**src/rtl/persiana_motor_drv.sv**
```systemverilog
// Purpose : half-bridge output stage for the blind motor. Adds interlock, dead-time, soft start and a run timeout.
// Latency : inputs pass a 2-flop synchronizer, so the FSM reacts on the 3rd clk edge after an input change; outputs are registered.
// Backpr. : none. Requests are level-sensitive and sampled every cycle, so nothing is ever queued or dropped.
//
// Ports:
//   clk, reseteo          fast system clock, asynchronous active-high reset
//   subir, bajar          raise/lower requests from the blind FSM (both high = conflict = no request)
//   Ssup, Sinf            upper/lower end-stops, 1 = blind at that limit
//   fault_clr             leaves FAULT, but only while no request is present
//   mot_up, mot_dn        half-bridge enables, never both high
//   duty                  current PWM duty (0 outside the run states)
//   busy, fault           busy = DEAD/RUN_UP/RUN_DN, fault = FAULT
//
// Build option: define PERSIANA_SOFT_START_EN to ramp the duty from 1 up to full scale with PWM on the enables.
// Without it, the duty is loaded at full scale and the enable stays high for the whole run.
module persiana_motor_drv #(
    parameter int DEAD_CYCLES      = 16,
    parameter int RAMP_STEP_CYCLES = 8,
    parameter int PWM_BITS         = 4,
    parameter int TIMEOUT_CYCLES   = 1024
) (
    input  logic                clk,
    input  logic                reseteo,
    input  logic                subir,
    input  logic                bajar,
    input  logic                Ssup,
    input  logic                Sinf,
    input  logic                fault_clr,
    output logic                mot_up,
    output logic                mot_dn,
    output logic [PWM_BITS-1:0] duty,
    output logic                busy,
    output logic                fault
);

    localparam int DW = $clog2(DEAD_CYCLES + 1);
    localparam int RW = $clog2(TIMEOUT_CYCLES + 1);
    localparam logic [DW-1:0]       DEAD_LAST = DW'(DEAD_CYCLES - 1);
    localparam logic [RW-1:0]       RUN_LAST  = RW'(TIMEOUT_CYCLES - 1);
    localparam logic [PWM_BITS-1:0] DUTY_MAX  = '1;
`ifdef PERSIANA_SOFT_START_EN
    localparam int SW = $clog2(RAMP_STEP_CYCLES + 1);
    localparam logic [SW-1:0]       RAMP_LAST  = SW'(RAMP_STEP_CYCLES - 1);
    localparam logic [PWM_BITS-1:0] DUTY_START = PWM_BITS'(1);
`else
    localparam logic [PWM_BITS-1:0] DUTY_START = DUTY_MAX;
`endif

    if (DEAD_CYCLES < 1 || RAMP_STEP_CYCLES < 1 || PWM_BITS < 1 || TIMEOUT_CYCLES < 2) begin : g_param_check
        $error("persiana_motor_drv: invalid parameter set");
    end

    typedef enum logic [2:0] {
        IDLE   = 3'd0,
        DEAD   = 3'd1,
        RUN_UP = 3'd2,
        RUN_DN = 3'd3,
        FAULT  = 3'd4
    } state_t;

    // ---------------------------------------------------------------
    // Input synchronizers. Bit order: {fault_clr, Sinf, Ssup, bajar, subir}
    // ---------------------------------------------------------------
    logic [4:0] sync_q1, sync_q2;

    always_ff @(posedge clk or posedge reseteo) begin
        if (reseteo) begin
            sync_q1 <= '0;
            sync_q2 <= '0;
        end else begin
            sync_q1 <= {fault_clr, Sinf, Ssup, bajar, subir};
            sync_q2 <= sync_q1;
        end
    end

    logic s_subir, s_bajar, s_ssup, s_sinf, s_fclr;
    assign s_subir = sync_q2[0];
    assign s_bajar = sync_q2[1];
    assign s_ssup  = sync_q2[2];
    assign s_sinf  = sync_q2[3];
    assign s_fclr  = sync_q2[4];

    logic up_req, dn_req;
    assign up_req = s_subir & ~s_bajar;
    assign dn_req = s_bajar & ~s_subir;

    // ---------------------------------------------------------------
    // State
    // ---------------------------------------------------------------
    state_t              state, state_nxt;
    logic                tgt_up, tgt_nxt;     // direction of the pending or current run
    logic [DW-1:0]       dead_cnt, dead_nxt;
    logic [RW-1:0]       run_cnt, run_nxt;
    logic [PWM_BITS-1:0] duty_nxt;
    logic                mot_up_nxt, mot_dn_nxt;
`ifdef PERSIANA_SOFT_START_EN
    logic [SW-1:0]       ramp_cnt, ramp_nxt;
    logic [PWM_BITS-1:0] pwm_cnt, pwm_nxt;
`endif

    // Requests and end-stop seen from the point of view of the current target.
    // In the run states tgt_up still holds the running direction.
    logic own_req, opp_req, own_stop;
    assign own_req  = tgt_up ? up_req : dn_req;
    assign opp_req  = tgt_up ? dn_req : up_req;
    assign own_stop = tgt_up ? s_ssup : s_sinf;

    always_comb begin
        state_nxt = state;
        tgt_nxt   = tgt_up;
        dead_nxt  = '0;
        run_nxt   = '0;
        duty_nxt  = '0;
`ifdef PERSIANA_SOFT_START_EN
        ramp_nxt  = '0;
`endif
        case (state)
            IDLE: begin
                if (up_req && !s_ssup) begin
                    state_nxt = DEAD;
                    tgt_nxt   = 1'b1;
                end else if (dn_req && !s_sinf) begin
                    state_nxt = DEAD;
                    tgt_nxt   = 1'b0;
                end
            end
            DEAD: begin
                if (own_req && !own_stop) begin
                    if (dead_cnt == DEAD_LAST) begin
                        state_nxt = tgt_up ? RUN_UP : RUN_DN;
                        duty_nxt  = DUTY_START;
                    end else begin
                        dead_nxt = dead_cnt + 1'b1;
                    end
                end else if (opp_req) begin
                    // Reversal while still dead: the new direction gets a full dead time.
                    tgt_nxt = ~tgt_up;
                end else begin
                    state_nxt = IDLE;
                end
            end
            RUN_UP, RUN_DN: begin
                if (own_stop) begin
                    state_nxt = IDLE;
                end else if (run_cnt == RUN_LAST) begin
                    state_nxt = FAULT;
                end else if (opp_req) begin
                    state_nxt = DEAD;
                    tgt_nxt   = ~tgt_up;
                end else if (!own_req) begin
                    state_nxt = IDLE;
                end else begin
                    run_nxt = run_cnt + 1'b1;
`ifdef PERSIANA_SOFT_START_EN
                    if (ramp_cnt == RAMP_LAST) begin
                        duty_nxt = (duty == DUTY_MAX) ? duty : duty + 1'b1;
                    end else begin
                        ramp_nxt = ramp_cnt + 1'b1;
                        duty_nxt = duty;
                    end
`else
                    duty_nxt = duty;
`endif
                end
            end
            FAULT: begin
                if (s_fclr && !s_subir && !s_bajar) begin
                    state_nxt = IDLE;
                end
            end
            default: begin
                state_nxt = IDLE;
            end
        endcase
    end

    // Enables are decoded from the next-cycle values and registered, so they
    // change on the same edge as the state and carry no decode glitches.
    // Any state change passes through IDLE or DEAD, where both are low.
`ifdef PERSIANA_SOFT_START_EN
    assign pwm_nxt = pwm_cnt + 1'b1;
    always_comb begin
        mot_up_nxt = (state_nxt == RUN_UP) && (pwm_nxt < duty_nxt);
        mot_dn_nxt = (state_nxt == RUN_DN) && (pwm_nxt < duty_nxt);
    end
`else
    always_comb begin
        mot_up_nxt = (state_nxt == RUN_UP);
        mot_dn_nxt = (state_nxt == RUN_DN);
    end
`endif

    always_ff @(posedge clk or posedge reseteo) begin
        if (reseteo) begin
            state    <= IDLE;
            tgt_up   <= 1'b0;
            dead_cnt <= '0;
            run_cnt  <= '0;
            duty     <= '0;
            mot_up   <= 1'b0;
            mot_dn   <= 1'b0;
`ifdef PERSIANA_SOFT_START_EN
            ramp_cnt <= '0;
            pwm_cnt  <= '0;
`endif
        end else begin
            state    <= state_nxt;
            tgt_up   <= tgt_nxt;
            dead_cnt <= dead_nxt;
            run_cnt  <= run_nxt;
            duty     <= duty_nxt;
            mot_up   <= mot_up_nxt;
            mot_dn   <= mot_dn_nxt;
`ifdef PERSIANA_SOFT_START_EN
            ramp_cnt <= ramp_nxt;
            pwm_cnt  <= pwm_nxt;
`endif
        end
    end

    assign busy  = (state == DEAD) || (state == RUN_UP) || (state == RUN_DN);
    assign fault = (state == FAULT);

endmodule
```
**config.mk**
```make
export PLATFORM = sky130hd
export DESIGN_NAME = persiana_motor_drv
export DESIGN_NICKNAME = d
export VERILOG_FILES = /design/src/rtl/persiana_motor_drv.sv
export SDC_FILE = /design/constraint.sdc
export NUM_CORES = 1
export LEC_CHECK = 0
export ABC_AREA = 1
export BUFFER_PORTS_ARGS = -buffer_cell sky130_fd_sc_hd__buf_2
export CORE_MARGIN = 1
export CORE_UTILIZATION = 45
export CTS_BUF_LIST = sky130_fd_sc_hd__clkbuf_8
export DETAILED_ROUTE_END_ITERATION = 10
export MAX_ROUTING_LAYER = met4
export SLEW_MARGIN = 20
export SYNTH_ARGS = -nofsm -noshare
export SYNTH_HDL_FRONTEND = slang
export SYNTH_SLANG_ARGS = --single-unit
```
**constraint.sdc**
```tcl
create_clock -name clk -period 1.7 [get_ports clk]
set_clock_uncertainty 0.05 [all_clocks]
set_input_delay 0.34 -clock clk [delete_from_list [all_inputs] [get_ports clk]]
set_output_delay 0.34 -clock clk [all_outputs]
set_load 0.05 [all_outputs]
```
# Word-level counts from Yosys, hierarchy flattened

Index checks and enable logic that the tools add are counted.

Flip-flop bits (word level): 36
Bits of input ports: 7
Output and inout bits: 8
Logic and storage cells: 82

Add/sub/neg operators: 2
Equal/unequal tests: 13
Multiplexer cells: 37
Bitwise operators: 5
Reductions and logical operators: 16

Operators by type and width:

| kind                                                   | count |
|---|---|
| two-way mux 11 bit                                     | 5 |
| two-way mux 3 bit                                      | 10 |
| two-way mux 4 bit                                      | 6 |
| two-way mux 5 bit                                      | 3 |
| equality test 3 x 2 -> 1 bit (second input constant)   | 4 |
| case mux 3 bit (4 select lines)                        | 1 |
| adder 11 x 1 -> 11 bit (second input constant)         | 1 |
| equality test 11 x 10 -> 1 bit (second input constant) | 1 |
| two-way mux 1 bit                                      | 10 |
| case mux 4 bit (2 select lines)                        | 1 |
| inequality test 2 bit (second input constant)          | 3 |
| adder 5 x 1 -> 5 bit (second input constant)           | 1 |
| equality test 5 x 4 -> 1 bit (second input constant)   | 1 |
| logical AND 1 bit                                      | 5 |
| zero test 1 bit                                        | 5 |
| inequality test 5 bit (second input constant)          | 1 |
| AND reduction 5 bit                                    | 1 |
| equality test 3 x 1 -> 1 bit (second input constant)   | 1 |
| equality test 3 bit (second input constant)            | 1 |
| zero test 3 bit                                        | 1 |
| inequality test 3 bit (second input constant)          | 1 |
| inverter 1 bit                                         | 3 |
| case mux 1 bit (3 select lines)                        | 1 |
| nonzero test 3 bit                                     | 1 |
| 3 further kinds                                        | 5 |

# Depth between registers and ports, before layout

Gate-level depths: netlist of the first run.

Depth after elaboration: 9
Depth in mapped cells: 10
Depth with buffers taken out: 9

# Least setup slack after synthesis of the first run

Ideal clock, no wire load.

Kind: reg2reg
Start point: reg state[1]
End point: reg tgt_up
Library setup time: 127 ps
Arrival time: 1,579 ps
Data required time: 1,523 ps
Path slack: -56 ps
Cell stages (with the launch flop): 8
Buffers on the path: 0
Period minus slack after synthesis: 1,756 ps
Cells stage by stage: dfrtp_1 nor2_1 nor2_1 nand3_1 nand2_1 nand2_1 nand2_1 o21ai_0

Word-level cells in the longest chain between the ends: 4
Elaborated cells between the ends (all ways): 12
Those cells by class: 7 x eq/ne; 1 x mux; 4 x reduce/logical

RTL lines:

| what                                                                                | RTL line | source |
|---|---|---|
| from (decl)                                                                         | 90       | `state_t state, state_nxt;` |
| from (signal assigned)                                                              | 207      | `state <= state_nxt;` |
| equality test 3 x 2 -> 1 bit                                                        | 117      | `case (state)` |
| OR reduction 2 bit                                                                  | 117      |  |
| inequality test 2 bit (no source line) / nonzero test 3 bit (equally long branches) | --       |  |
| AND reduction 5 bit (no source line)                                                | --       |  |
| to (signal assigned)                                                                | 208      | `tgt_up <= tgt_nxt;` |
| to (decl)                                                                           | 91       | `logic tgt_up, tgt_nxt;` |

Several ways; a longest one is shown, not always the timed one.
A chain may end at the register's enable or synchronous reset.

# Worst setup path in the final report of the first run

Start point: reg state[1]
End point: out fault

Word-level cells in the longest chain between the ends: 1

RTL lines:

| what                | RTL line | source |
|---|---|---|
| equality test 3 bit | 222      | `assign fault = (state == FAULT);` |
| to (decl)           | 33       | `output logic fault` |

No other way between the ends.

==> out/metrics.yaml, run 1 <==
status: "finished clean"
hold_class: "in -> async"
synth-simple-area-share_pct: 26.5
dpl.cell_count: 210
die_w_um: 58.6
fin_crit_sh_pct: 93.4
placed_area_sq_um: 1560
p_leak_uw: 0.000866
die_h_um: 58.6
grt_max_degree: 34
dp.final_hpwl_um: 1730
critical_path_peak_fanout: 3
slowest_delay_ps: 410
post_drt_wl_per_cell_um: 10.9
clock-sinks: 33
vias_per_cell: 4.64
netlist_area_sq_um: 1440
worst-endpoint-required_ps: 1310
min_period_ps: 1590
gp_congestion: 0.869
slew_viol_final: 0
cts_root_buf: "clkbuf_8"
powerDensity_nw_per_um2: 1090
rsz0062_at_grt: "no"
yosysUniqueCellTypes: 22
clkTransAtPathRegs_ps: 60
cp-end-kind: "primary output"
core_area_sq_um: 3050
totalWireLength_um: 2380
layoutNonFillerInstCount: 218
worst_ep_arrival_time_ps: 1200
io_pins: 15
clkLatencyLatePin_ps: 270
portBuffers: 14
synth_top_family_by_area: "simple AND/OR/NAND/NOR gates"
nets: 182
worst_slew_pin_slew_ps: 411
peakVddDrop_mv: 0.563
yosys.area_share.adder_pct: 1.73
grt_pass1_vias: 1030
ys_ff_latch: 33
slew_headroom_pct: 72.6
grt_pass1_wl_um: 4220
path_class: "reg -> out"
clock_path_buffers: 2
synth_compound_area_share_pct: 1.99
crit_path_frequent_cell: "nor2_1"
overflow: 0
tritoncts: "built"
yosysSeqAreaShare_pct: 57.2
synthXorXnorAreaFrac_pct: 5.46
synth_warnings: 0
maxCapViolCount: 0
drt_iter0_markers: 15
vias: 1011
critPathLaunchType: "register"
drive_gt1_share_pct: 22.4
fmax_ghz: 0.630
htreeDepth: 2
antenna_found_initial: 0
finalPower_uw: 1840
syn_nets: 162
setup-tns-final_ps: 0
areaGrowthSynthToFinish_pct: 16.4
synth.mux.area_fraction_pct: 0
stdcell_area_sq_um: 1680
cts_made_buffers: 5
setup_viol: 0
ant_nets: 0
postCtsHoldBufs: 0
setup_ws_ps: 112
pre_cts_ws_ps: 125
num_antenna_cells: 0
initial_core_util_pct: 47.3
synthCells: 153
num_rows: 20
critical_path.slowest_cell: "dfrtp_1"
synth_area_per_cell_sq_um: 9.44
hold_viol_final: 0
dr.pass1.iters: 4
globalRouteTotalUtil_pct: 17.3
drc: 0
crit_chain: "nor2_1 -> inv_1 -> nor2_1 -> buf_4"
die_area_sq_um: 3440
state kept, by name, summed over array words and instances (netlist names):
name and flops:
sync_q2 5, tgt_up 1, mot_up 1, duty 1
mot_dn 1, dead_cnt 5, sync_q1 5, state 3
run_cnt 11
metrics by stage:
stage / hold WS, ps / utilization [%]
floorplan: 281 / -
global placement: 282 / 51.1
detailed placement: 285 / 51.1
CTS: 98.9 / 54.5
global route: 98.4 / 55.0
finish: 81.5 / 55.0
final timing paths:
| kind | depth (start not counted) | start | slack [ps] | endpoint |
|---|---|---|---|---|
| max | 4 | state[1] | 110 | fault |
| min | 3 | reseteo | 80 | run_cnt[10] |
| max reg2reg | 7 | run_cnt[0] | 130 | run_cnt[5] |
| min reg2reg | 0 | sync_q1[4] | 300 | sync_q2[4] |
| max in group asynchronous | 3 | reseteo | 1210 | run_cnt[2] |
| min in group clk | 1 | subir | 120 | sync_q1[0] |
worst max-delay path, delay by kind of cell, from the launching register on:
family                 cells  cell delay, ps
buffers and inverters      2             260
and+or+nand+nor            2             260
DFF                        1             410
cell type report:
| cell class | instances | area (sq um) |
|---|---|---|
| flip-flops and latches | 33 | 826 |
| well taps | 44 | 55.1 |
| fillers | 290 | 1370 |
| clock inverters | 1 | 5.00 |
| repair buffers | 17 | 101 |
| clock buffers | 7 | 96.3 |
| multi-input cells | 98 | 528 |
| inverters | 18 | 68.8 |
logic make-up (layout without fill, tap and decap cells):
family / Yosys count / count (layout)
flip-flops: 33 / 33
AO/OA/AOI/OAI: 5 / 5
adder cells (fa/ha/maj): 2 / 2
buffers and inverters: 22 / 43
XOR/XNOR: 9 / 9
AND/OR/NAND/NOR: 82 / 82
what timing repair did:
action	in CTS	in global routing
endpoints found under the hold margin	0	0
setup buffers	0	0
gates resized for setup	1	5
setup endpoints to repair	1	12
where the power goes:
group	total [uW]	switching [uW]	leakage (uW)	internal, uW
logic	347	227	0.000376	120
clock network	627	262	0.0000542	365
registers	864	42.0	0.000436	822
total	1840	531	0.000866	1310
cells in the final DEF, fill, tap and decap left out:
cell type	instances
inv_2	2
nor3b_2	1
nand2_2	2
nand4_1	2
nand3_1	18
ha_1	2
inv_1	15
clkinv_2	2
buf_4	4
o21ai_2	1
buf_2	12
clkbuf_8	7
nand2_1	28
nor2_1	22
buf_6	1
o21ai_0	3
nor3_1	2
nand3_2	3
xor2_1	6
nor2_2	1
a21oi_1	1
nor2_4	3
dfrtp_1	33
xnor2_1	3
Yosys cell counts (all sizes together):
master / number / area [sq um]
dfrtp: 33 / 826
nand2: 30 / 118
nor2: 26 / 110
nand3: 21 / 120
inv: 17 / 63.8
xor2: 6 / 52.6
buf: 4 / 33.8
o21ai: 4 / 23.8
xnor2: 3 / 26.3
ha: 2 / 25.0
nand4: 2 / 12.5
nor3: 2 / 10.0
a21oi: 1 / 5.00
clkinv: 1 / 5.00
nor3b: 1 / 12.5
per-layer routing:
layer / routed length, um / track usage (%) / share of wire, %
met3: 71 / 4.62 / 3.0
met2: 1110 / 27.6 / 47
met1: 1160 / 20.6 / 49
met4: 34 / 8.16 / 1.4
met5: 0 / - / 0
No activity file was read; power rests on OpenSTA's default activity.
==> run 2: changes to the inputs <==
Settings changed: BUFFER_PORTS_ARGS -buffer_cell sky130_fd_sc_hd__buf_2 to -buffer_cell sky130_fd_sc_hd__buf_4.
==> run 2 against run 1 <==
Against the previous run: combinational power shrank 2%; highest routed layer unchanged; routed wire length grew 0.34%; flip-flop and latch count is the same; register-to-register slack is essentially flat.
==> out/metrics.yaml, run 2 (synthesis results as in run 1) <==
grt_max_degree: 34  # unchanged
drt_iter0_markers: 17  # +2
slew_viol_final: 0  # unchanged
maxCapViolCount: 0  # unchanged
worst_ep_arrival_time_ps: 1250  # +50 ps
fin_crit_sh_pct: 96.4  # +3.0 points
crit_buf_inv: 2  # unchanged
path_delay_family: "flip-flops"
postCtsHoldBufs: 0  # unchanged
multi_input_area_sq_um: 526  # -0.47%
drc: 0  # unchanged
num_antenna_cells: 0  # unchanged
areaGrowthSynthToFinish_pct: 18.5
globalRouteTotalUtil_pct: 16.9  # -0.49 points
grt_pass1_vias: 1003  # -2.6%
critPathLaunchType: "register"
regMostFlops: "run_cnt"
drive_gt1_share_pct: 23.6  # +1.1 points
initial_core_util_pct: 47.3  # unchanged
largest_reg_flops: 11  # unchanged
antenna_found_initial: 0  # unchanged
totalWireLength_um: 2380  # +0.34%
p_leak_uw: 0.000871  # +0.53%
hold_viol_final: 0  # unchanged
cts_root_buf: "clkbuf_8"
final_util_pct: 56.1  # +1.0 points
die_h_um: 58.6  # unchanged
vias_per_cell: 4.74  # +2.3%
final_cell_mix: "dfrtp_1 (33), nand2_1 (28), nor2_1 (21)"
num_rows: 20  # unchanged
regArea_sq_um: 826  # unchanged
clkTransAtPathRegs_ps: 70  # about the same
peakVddDrop_mv: 0.602  # +7.0%
slowest_delay_ps: 400  # about the same
placed_area_sq_um: 1600  # +2.2%
setup-tns-final_ps: 0  # unchanged
crit_path_frequent_cell: "nor2_2"
dp.final_hpwl_um: 1690  # -2.3%
hold_class: "in -> async"
vias: 1034  # +2.3%
tritoncts: "built"
dpl.cell_count: 210  # unchanged
gp_congestion: 0.900  # +3.6%
cp-end-kind: "primary output"
startpoint: "state[1]"
worst_slew_pin_slew_ps: 405  # -5.93 ps
fillCellCount: 282  # -2.8%
crit_chain: "nor2_2 -> buf_4 -> nor2_2 -> buf_6"
nets: 182  # unchanged
cts_made_buffers: 5  # unchanged
post_drt_wl_per_cell_um: 10.9  # +0.34%
fmax_ghz: 0.610  # -3.1%
ant_nets: 0  # unchanged
htreeDepth: 2  # unchanged
clock_path_buffers: 2  # unchanged
critical_path_peak_fanout: 4  # +1
slew_headroom_pct: 73.0  # +0.40 points
grt_pass1_wl_um: 4040  # -4.4%
overflow: 0  # unchanged
powerDensity_nw_per_um2: 1080  # -1.6%
portBuffers: 14  # unchanged
clkLatencyLatePin_ps: 280  # about the same
core_area_sq_um: 3050  # unchanged
clock-sinks: 33  # unchanged
path_class: "reg -> out"
critical_path.slowest_cell: "dfrtp_1"
layoutNonFillerInstCount: 218  # unchanged
io_pins: 15  # unchanged
die_w_um: 58.6  # unchanged
status: "finished clean"
worst-endpoint-required_ps: 1310  # about the same
stdcell_area_sq_um: 1710  # +1.9%
dr.pass1.iters: 4  # unchanged
finalPower_uw: 1840  # +0.24%
die_area_sq_um: 3440  # unchanged
min_period_ps: 1640  # +50.8 ps
r2r-start: "run_cnt[0]"
layout_commonest_cell: "dfrtp_1"
setup_viol: 0  # unchanged
-- run 2: cell count changes in the layout (fill, tap and decap cells not counted) --
cell / delta
buf_2: -12
buf_6: +1
nor2_4: -2
buf_4: +11
nand3_1: -1
nand3_2: +1
nor2_2: +3
nor2_1: -1
-- run 2: final timing paths --
kind                                to  slack (ps)  cells after the start
min in group clk            sync_q1[0]         110                      1
min                         run_cnt[6]          90                      3
max reg2reg                 run_cnt[9]         140                      7
max in group asynchronous  dead_cnt[1]        1220                      3
min reg2reg                 sync_q2[4]         300                      0
max                               busy          60                      4
-- run 2: repair_timing --
action,4_1_cts,5_1_grt
gates resized for setup,0,4
buffers inserted,0,0
endpoints found under the setup margin,0,3
-- run 2: power by group --
group | total [uW] | switching (uW) | internal [uW]
clock | 635 | 270 | 365
sequential | 865 | 43.5 | 822
combinational | 341 | 220 | 122
total | 1840 | 533 | 1310
-- run 2: cell type report --
cell class / count / area share, %
clock buffer: 7 / 5.63
timing repair buffer: 17 / 7.89
inverter: 18 / 4.02
multi-input combinational: 98 / 30.7
clock inverter: 1 / 0.292
sequential: 33 / 48.2
tap: 44 / 3.22
-- run 2: through the flow --
step | hold slack, ps | worst slack, ps
finish | 90.7 | 61.1
global route | 98.7 | -5.44
CTS | 102 | 29.1
detailed placement | 285 | 127
global placement | 282 | 199
floorplan | 281 | 2.91
-- run 2: layer usage --
layer	vias to the layer above	track usage (%)	wire length (um)
li1	514	-	-
met1	491	19.2	1050
met2	22	27.1	1180
met3	7	4.62	93
met4	0	9.18	51
met5	-	-	0
-- run 2: worst min-delay path: cells and delay by family --
family | cells | cell delay, ps
buffers and inverters | 3 | 500
